### src/rtl/mux_nto1_tdm.sv
// mux_nto1_tdm: N-to-1 time-division mux with manual or round-robin select and a one-beat output register.
// Optional feature: define MUX_NTO1_TDM_PARITY_EN to add a registered out_parity output.
module mux_nto1_tdm #(
    parameter int WIDTH = 8,
    parameter int CH    = 8,
    parameter int SELW  = $clog2(CH)
) (
    input  logic                clk,
    input  logic                rst_n,
    input  logic [CH*WIDTH-1:0] in_data,
    input  logic [CH-1:0]       in_valid,
    output logic [CH-1:0]       in_ready,
    input  logic                mode,
    input  logic [SELW-1:0]     sel,
    output logic [WIDTH-1:0]    out_data,
    output logic                out_valid,
    input  logic                out_ready,
    output logic [SELW-1:0]     out_ch
`ifdef MUX_NTO1_TDM_PARITY_EN
    ,
    output logic                out_parity
`endif
);

    logic [SELW-1:0]  ptr;
    logic             load;
    logic             man_ok;
    logic             scan_ok;
    logic [SELW-1:0]  scan_g;
    logic [CH-1:0]    rot;
    logic             gnt_ok;
    logic [SELW-1:0]  gnt;
    logic [WIDTH-1:0] gnt_data;

    assign load   = !out_valid || out_ready;
    assign gnt_ok = mode ? scan_ok : man_ok;
    assign gnt    = mode ? scan_g : sel;

    // Manual grant: sel must name an existing channel whose valid is high.
    always_comb begin
        man_ok = 1'b0;
        for (int k = 0; k < CH; k++) begin
            if (int'(sel) == k) man_ok = in_valid[k];
        end
    end

    // Scan grant: rotate valids so bit 0 is channel ptr+1, then take the lowest set bit.
    always_comb begin
        rot     = CH'({in_valid, in_valid} >> (int'(ptr) + 1));
        scan_ok = 1'b0;
        scan_g  = '0;
        for (int i = CH - 1; i >= 0; i--) begin
            if (rot[i]) begin
                scan_ok = 1'b1;
                scan_g  = SELW'((int'(ptr) + 1 + i) % CH);
            end
        end
    end

    // Data of the granted channel.
    always_comb begin
        gnt_data = '0;
        for (int k = 0; k < CH; k++) begin
            if (int'(gnt) == k) gnt_data = in_data[k*WIDTH +: WIDTH];
        end
    end

    // One-hot accept strobe, only when the output register can take a beat.
    always_comb begin
        in_ready = (load && gnt_ok) ? (CH'(1) << gnt) : '0;
    end

    // Output register; scan pointer only advances on scan-mode transfers.
    always_ff @(posedge clk or negedge rst_n) begin
        if (!rst_n) begin
            out_valid <= 1'b0;
            out_data  <= '0;
            out_ch    <= '0;
            ptr       <= SELW'(CH - 1);
        end else if (load) begin
            out_valid <= gnt_ok;
            if (gnt_ok) begin
                out_data <= gnt_data;
                out_ch   <= gnt;
                if (mode) ptr <= gnt;
            end
        end
    end

`ifdef MUX_NTO1_TDM_PARITY_EN
    // Parity of the loaded beat, held with out_data.
    always_ff @(posedge clk or negedge rst_n) begin
        if (!rst_n) begin
            out_parity <= 1'b0;
        end else if (load && gnt_ok) begin
            out_parity <= ^gnt_data;
        end
    end
`endif

endmodule

### config.mk
export PLATFORM = sky130hd
export DESIGN_NAME = mux_nto1_tdm
export DESIGN_NICKNAME = d
export VERILOG_FILES = /design/src/rtl/mux_nto1_tdm.sv
export SDC_FILE = /design/constraint.sdc
export NUM_CORES = 1
export LEC_CHECK = 0
export CAP_MARGIN = 20
export CORE_AREA = 2 2 86 88
export CTS_CLUSTER_SIZE = 20
export DETAILED_ROUTE_END_ITERATION = 10
export DIE_AREA = 0 0 88 90
export PLACE_DENSITY = 0.69
export SLEW_MARGIN = 30
export SYNTH_ARGS = -nofsm -noshare
export SYNTH_HDL_FRONTEND = slang
export SYNTH_SLANG_ARGS = --single-unit
### constraint.sdc
create_clock -name clk -period 4.5 [get_ports clk]
set_input_delay 0.675 -clock clk [delete_from_list [all_inputs] [get_ports clk]]
set_output_delay 0.675 -clock clk [all_outputs]
set_load 0.05 [all_outputs]
# == Yosys cells after proc, flatten, opt, wreduce, memory -nomap -nowiden ==
# Index checks and enable logic that the tools add are counted.
# op_classes
n_addsub,8
n_eq_ne,14
shift,2
n_mux,35
n_reduce_logical,7
# op_table
cell,n
2-to-1 mux 8 bit,9
2-to-1 mux 3 bit,9
"equality test 3 bit, second input constant",8
2-to-1 mux 1 bit,17
>> shifter 16 x 4 -> 8 bit,1
"adder 3 bit, second input constant",4
"equality test 3 x 2 -> 1 bit, second input constant",4
"left shift 1 x 3 -> 8 bit, first input constant",1
"adder 3 x 2 -> 3 bit, second input constant",2
"equality test 3 x 1 -> 1 bit, second input constant",2
zero test 3 bit,2
"adder 3 x 1 -> 4 bit, second input constant",1
"adder 3 x 1 -> 3 bit, second input constant",1
AND reduction 3 bit,1
AND reduction 2 bit,1
logical AND 1 bit,1
zero test 1 bit,1
logical OR 1 bit,1
# totals
regBits,15
inputBits,79
out_inout_bits,20
wordCells,70

# == Logic depth before layout (Yosys ltp) ==
# logic_depth
word_depth,20
mapped_depth,17

# == Worst setup path after synthesis ==
# No wires, ideal clock.
# synth_path
path_kind,input to output
startpoint,input port in_valid[5]
endpoint,output port in_ready[4]
arrival_time_ns,3.806
required_time_ns,3.825
slack_ns,0.019
stages,9
path_buffers,2
path_cell_list,clkbuf_1 mux4_1 mux2_2 a221o_1 or2_0 a31oi_1 o21ai_0 buf_2 nor3_1
# synth_between
elab_chain_cells,12
elab_cells_between_ends,25
cone_classes,shift: 2; mux: 22; reduce/logical: 1
# synth_rtl
element,line,rtl
start: declaration,11,"input logic [CH-1:0] in_valid,"
>> shifter 16 x 4 -> 8 bit,49,"rot = CH'({in_valid, in_valid} >> (int'(ptr) + 1));"
2-to-1 mux 3 bit / 2-to-1 mux 1 bit (equally long branches) (8 in series),53,if (rot[i]) begin
2-to-1 mux 3 bit / 2-to-1 mux 1 bit (equally long branches),"37, 36",
left shift 1 x 3 -> 8 bit / logical AND 1 bit (equally long branches),70,in_ready = (load && gnt_ok) ? (CH'(1) << gnt) : '0;
2-to-1 mux 8 bit *,70,
end: declaration,12,"output logic [CH-1:0] in_ready,"
# Every way passes the cells marked *; elsewhere a longest branch is shown, timed or not.

# == Worst setup path in the final report ==
# layout_path
startpoint,input port in_valid[2]
endpoint,output port in_ready[6]
# The elaborated chain is that of the path after synthesis.

==> flow_summary.toml <==
[worst_setup_path]
critPathBufInv = 3
critPathCaptureType = "primary output"
worstSetupStartpointType = "input port"
crit_arrival_ns = 3.67
cp_slowest_stage_delay_ns = 0.56
worstPathMaxFanout = 8
cp_slowest_cell = "mux4_1"
cp_cell_sequence = "clkdlybuf4s50_1 -> mux4_1 -> mux2_2 -> a221o_1 -> or2_0 -> a31oi_1 -> o21ai_0 -> buf_4 -> nor2_1 -> buf_12"
worstSetupPathType = "in2out"
crit_required_ns = 3.83
crit_family = "buffers and inverters"

[drt]
drtIter0Drc = 138
maxUsedRoutingLayer = "met4"
via_per_inst = 6.016
first_pass_iters = 4
dr_wl_met3_um = 935
wl_mm = 9.399
vias = 2936
antenna_left = 0
wire_per_inst_um = 19.26
wl_met1_mm = 3.872
wl_met2_mm = 4.425
drc = 0

[cts]
cts_setup_buffers = 0
numCtsBuffers = 3
clk_latency_ns = 0.25
cts_root_buf = "clkbuf_8"
holdBufCountCts = 0
clkTransAtPathRegs_ns = 0.06
clk_path_buf_depth = 2
cts.sinks = 15
cts_tree = "built"
cts_htree_levels = 1

[sta]
finalMaxSlewViolations = 0
hold_viol = 0
period_needed_ns = 4.346
maxSlewHeadroom_pct = 51.78
tightest_slew_ns = 0.7211
setup_violations = 0
finalCritPeriodShare_pct = 96.57
fin_worst_skew_ns = 0.001569
fmax_ghz = 0.2301
rsz0062_at_grt = "no"
setup_tns_ns = 0

[die]
die_w_um = 88
dieHeight_um = 90
core_area_um2 = 7020
start_util_pct = 36.41
io_pins = 99
die-area_um2 = 7920
num_rows = 31

[power]
leakagePower_uw = 0.001463
share_seq_of_total_power_pct = 11.3
worst_ir_drop_vdd_mv = 0.2416
p_clk_share_pct = 4.1
power.internal_uw = 1256
power_frac_comb_pct = 84.5
p_sw_uw = 1453
p_sw_share_pct = 53.63
power.density_nw_per_um2 = 705.0

[global_routing]
grt_max_degree = 33
track_usage_pct = 22.64
grt_pass1_vias = 2721
antenna_found_initial = 0
grt_first_pass_wirelength_mm = 14.19
grt-ovfl-total = 0

[synth]
synth.avg_cell_area_um2 = 9.001
synth_top_family_by_area = "compound AO/OA/AOI/OAI gates"
synthCells = 284
synth_edf_count = 0
yosysSeqAreaShare_pct = 14.83
synth_xor_xnor_area_share_pct = 2.056
synth_area_um2 = 2556
syn-num-nets = 365
synthTopCellsByArea = "dfrtp_1 (12%), mux4_1 (10%), mux4_2 (6.2%)"
synth_top_area_share_pct = 11.75
ys.warnings.count = 0
synth_compound_area_share_pct = 26.73
async_reset_ff_share_pct = 100.0
muxShareOfSynthArea_pct = 21.34
yosys_register_bits = 15
synthSimpleGateAreaFrac_pct = 23.25
ys.flop_type = "dfrtp_1"
yosysTopAreaCell = "dfrtp_1"
synthAdderAreaFrac_pct = 0.9790
ys_types = 61

[hold_path]
min-delay-path-class = "reg2reg"

[finish]
layout.nets = 471
drive_gt1_share_pct = 19.54
final_cell_count_no_fill = 488
antenna-diode-count = 0
syn_to_final_growth_pct = 50.32

[placed_design]
placed_cells = 484
place_hpwl_mm = 7.222
place.gp.congestion = 0.9208
port_buffers = 98

[flow_run]
maxCapViolCount = 0

[status]
status = "completed"
==> placed cells by master, fill, tap and decap left out, types with 3 or more instances in the layout <==
master	n
clkdlybuf4s50_1	88
buf_4	37
a21oi_1	21
nand3b_1	18
nor2_1	17
a221oi_1	16
nand2_1	15
dfrtp_1	12
mux4_1	10
nand3_1	9
nand4b_1	9
o21ai_0	8
a41o_1	8
o32ai_1	8
buf_12	8
mux4_2	7
inv_1	6
nor3_1	6
o22ai_1	6
mux2i_1	6
mux2_2	4
a211oi_1	4
nand2b_1	4
xor2_1	3
and3_1	3
xnor2_1	3
a31oi_1	3
or4_1	3
clkbuf_8	3
==> area by class of cell <==
cell class / count / area, µm²
inverter: 7 / 26.28
sequential: 15 / 382.9
clock buffer: 3 / 41.29
multi-input combinational: 228 / 1919
fill: 617 / 3178
tap: 99 / 123.9
clock inverter: 1 / 5.005
timing repair buffer: 135 / 1344
==> cells in the mapped netlist (all sizes together) (3+ instances only) <==
cell type   n
or4         3
nor3        8
nand3b     18
clkbuf     11
buf        22
dfstp       3
nand3      10
o32ai       8
mux4       17
xnor2       3
a211oi      4
o22ai       6
nor2       18
a21oi      22
a41o        8
nand2b      5
nand2      16
o21ai       9
and3        3
xor2        3
a31oi       4
mux2        4
inv         6
nand4b      9
dfrtp      12
a221oi     16
mux2i       8
==> state kept, by name (all words and copies together) (netlist names) <==
name,cells
out_valid,1
out_data,8
ptr,3
out_ch,3
==> power by group through the flow <==
stage / sequential (µW) / combinational, µW / clock [µW]
global placement: 300 / 2230 / 0
floorplan: 414 / 1530 / 0
detailed placement: 303 / 2250 / 0
finish: 307 / 2290 / 112
global route: 316 / 2460 / 118
CTS: 301 / 2260 / 115
==> kinds of logic (layout without fill, tap and decap cells) <==
group	count (synthesis)	in the layout
compound gates	92	92
fa+ha+maj	2	2
flops	15	15
xor+xnor	6	6
buf+inv	41	146
simple gates	99	99
mux	29	29
==> worst reg2reg max path: stages (launching register included) <==
cell     delay (ns)
dfstp_4        0.77
inv_1          0.18
ha_1           0.35
xor2_1         0.18
or4b_1         0.48
a21oi_1        0.14
a31oi_1        0.08
a31o_1         0.30
a21oi_4        0.26
buf_4          0.20
buf_4          0.27
nand3_1        0.13
a41o_1         0.29
a21oi_1        0.16
==> worst paths after layout <==
check | from | slack, ns | endpoint | cells after the start
min in group asynchronous | rst_n | 0.85 | out_data[6] | 1
min reg2reg | out_ch[2] | 0.49 | out_ch[2] | 1
max reg2reg | ptr[0] | 0.61 | out_data[1] | 13
max | in_valid[2] | 0.15 | in_ready[6] | 10
max in group asynchronous | rst_n | 3.19 | out_data[5] | 1
min | out_ch[2] | 0.49 | out_ch[2] | 1
==> routing by layer <==
layer  track usage, %  up-vias
li1                 -     1368
met1            30.14     1389
met2            37.44      159
met3            4.408       20
met4            5.385        0
met5                0        -
==> per-stage QoR <==
| stage | util (%) | hold slack [ns] | instance area, µm² | power [µW] | worst slack (ns) |
|---|---|---|---|---|---|
| floorplan | - | 0.3794 | 2556 | 1944 | 0.01891 |
| detailed placement | 53.68 | 0.4816 | 3769 | 2558 | 0.06788 |
| CTS | 54.34 | 0.4963 | 3815 | 2676 | 0.06986 |
| finish | 54.73 | 0.4941 | 3842 | 2709 | 0.1542 |
| global placement | 53.68 | 0.4623 | 3769 | 2532 | 0.09319 |
| global route | 54.73 | 0.5329 | 3842 | 2894 | 0.02136 |
==> what timing repair did <==
action,4_1_cts,5_1_grt
hold endpoints to repair,0,0
resized for setup,0,7
setup endpoints to repair,0,8
No activity file was read; power rests on OpenSTA's default activity.
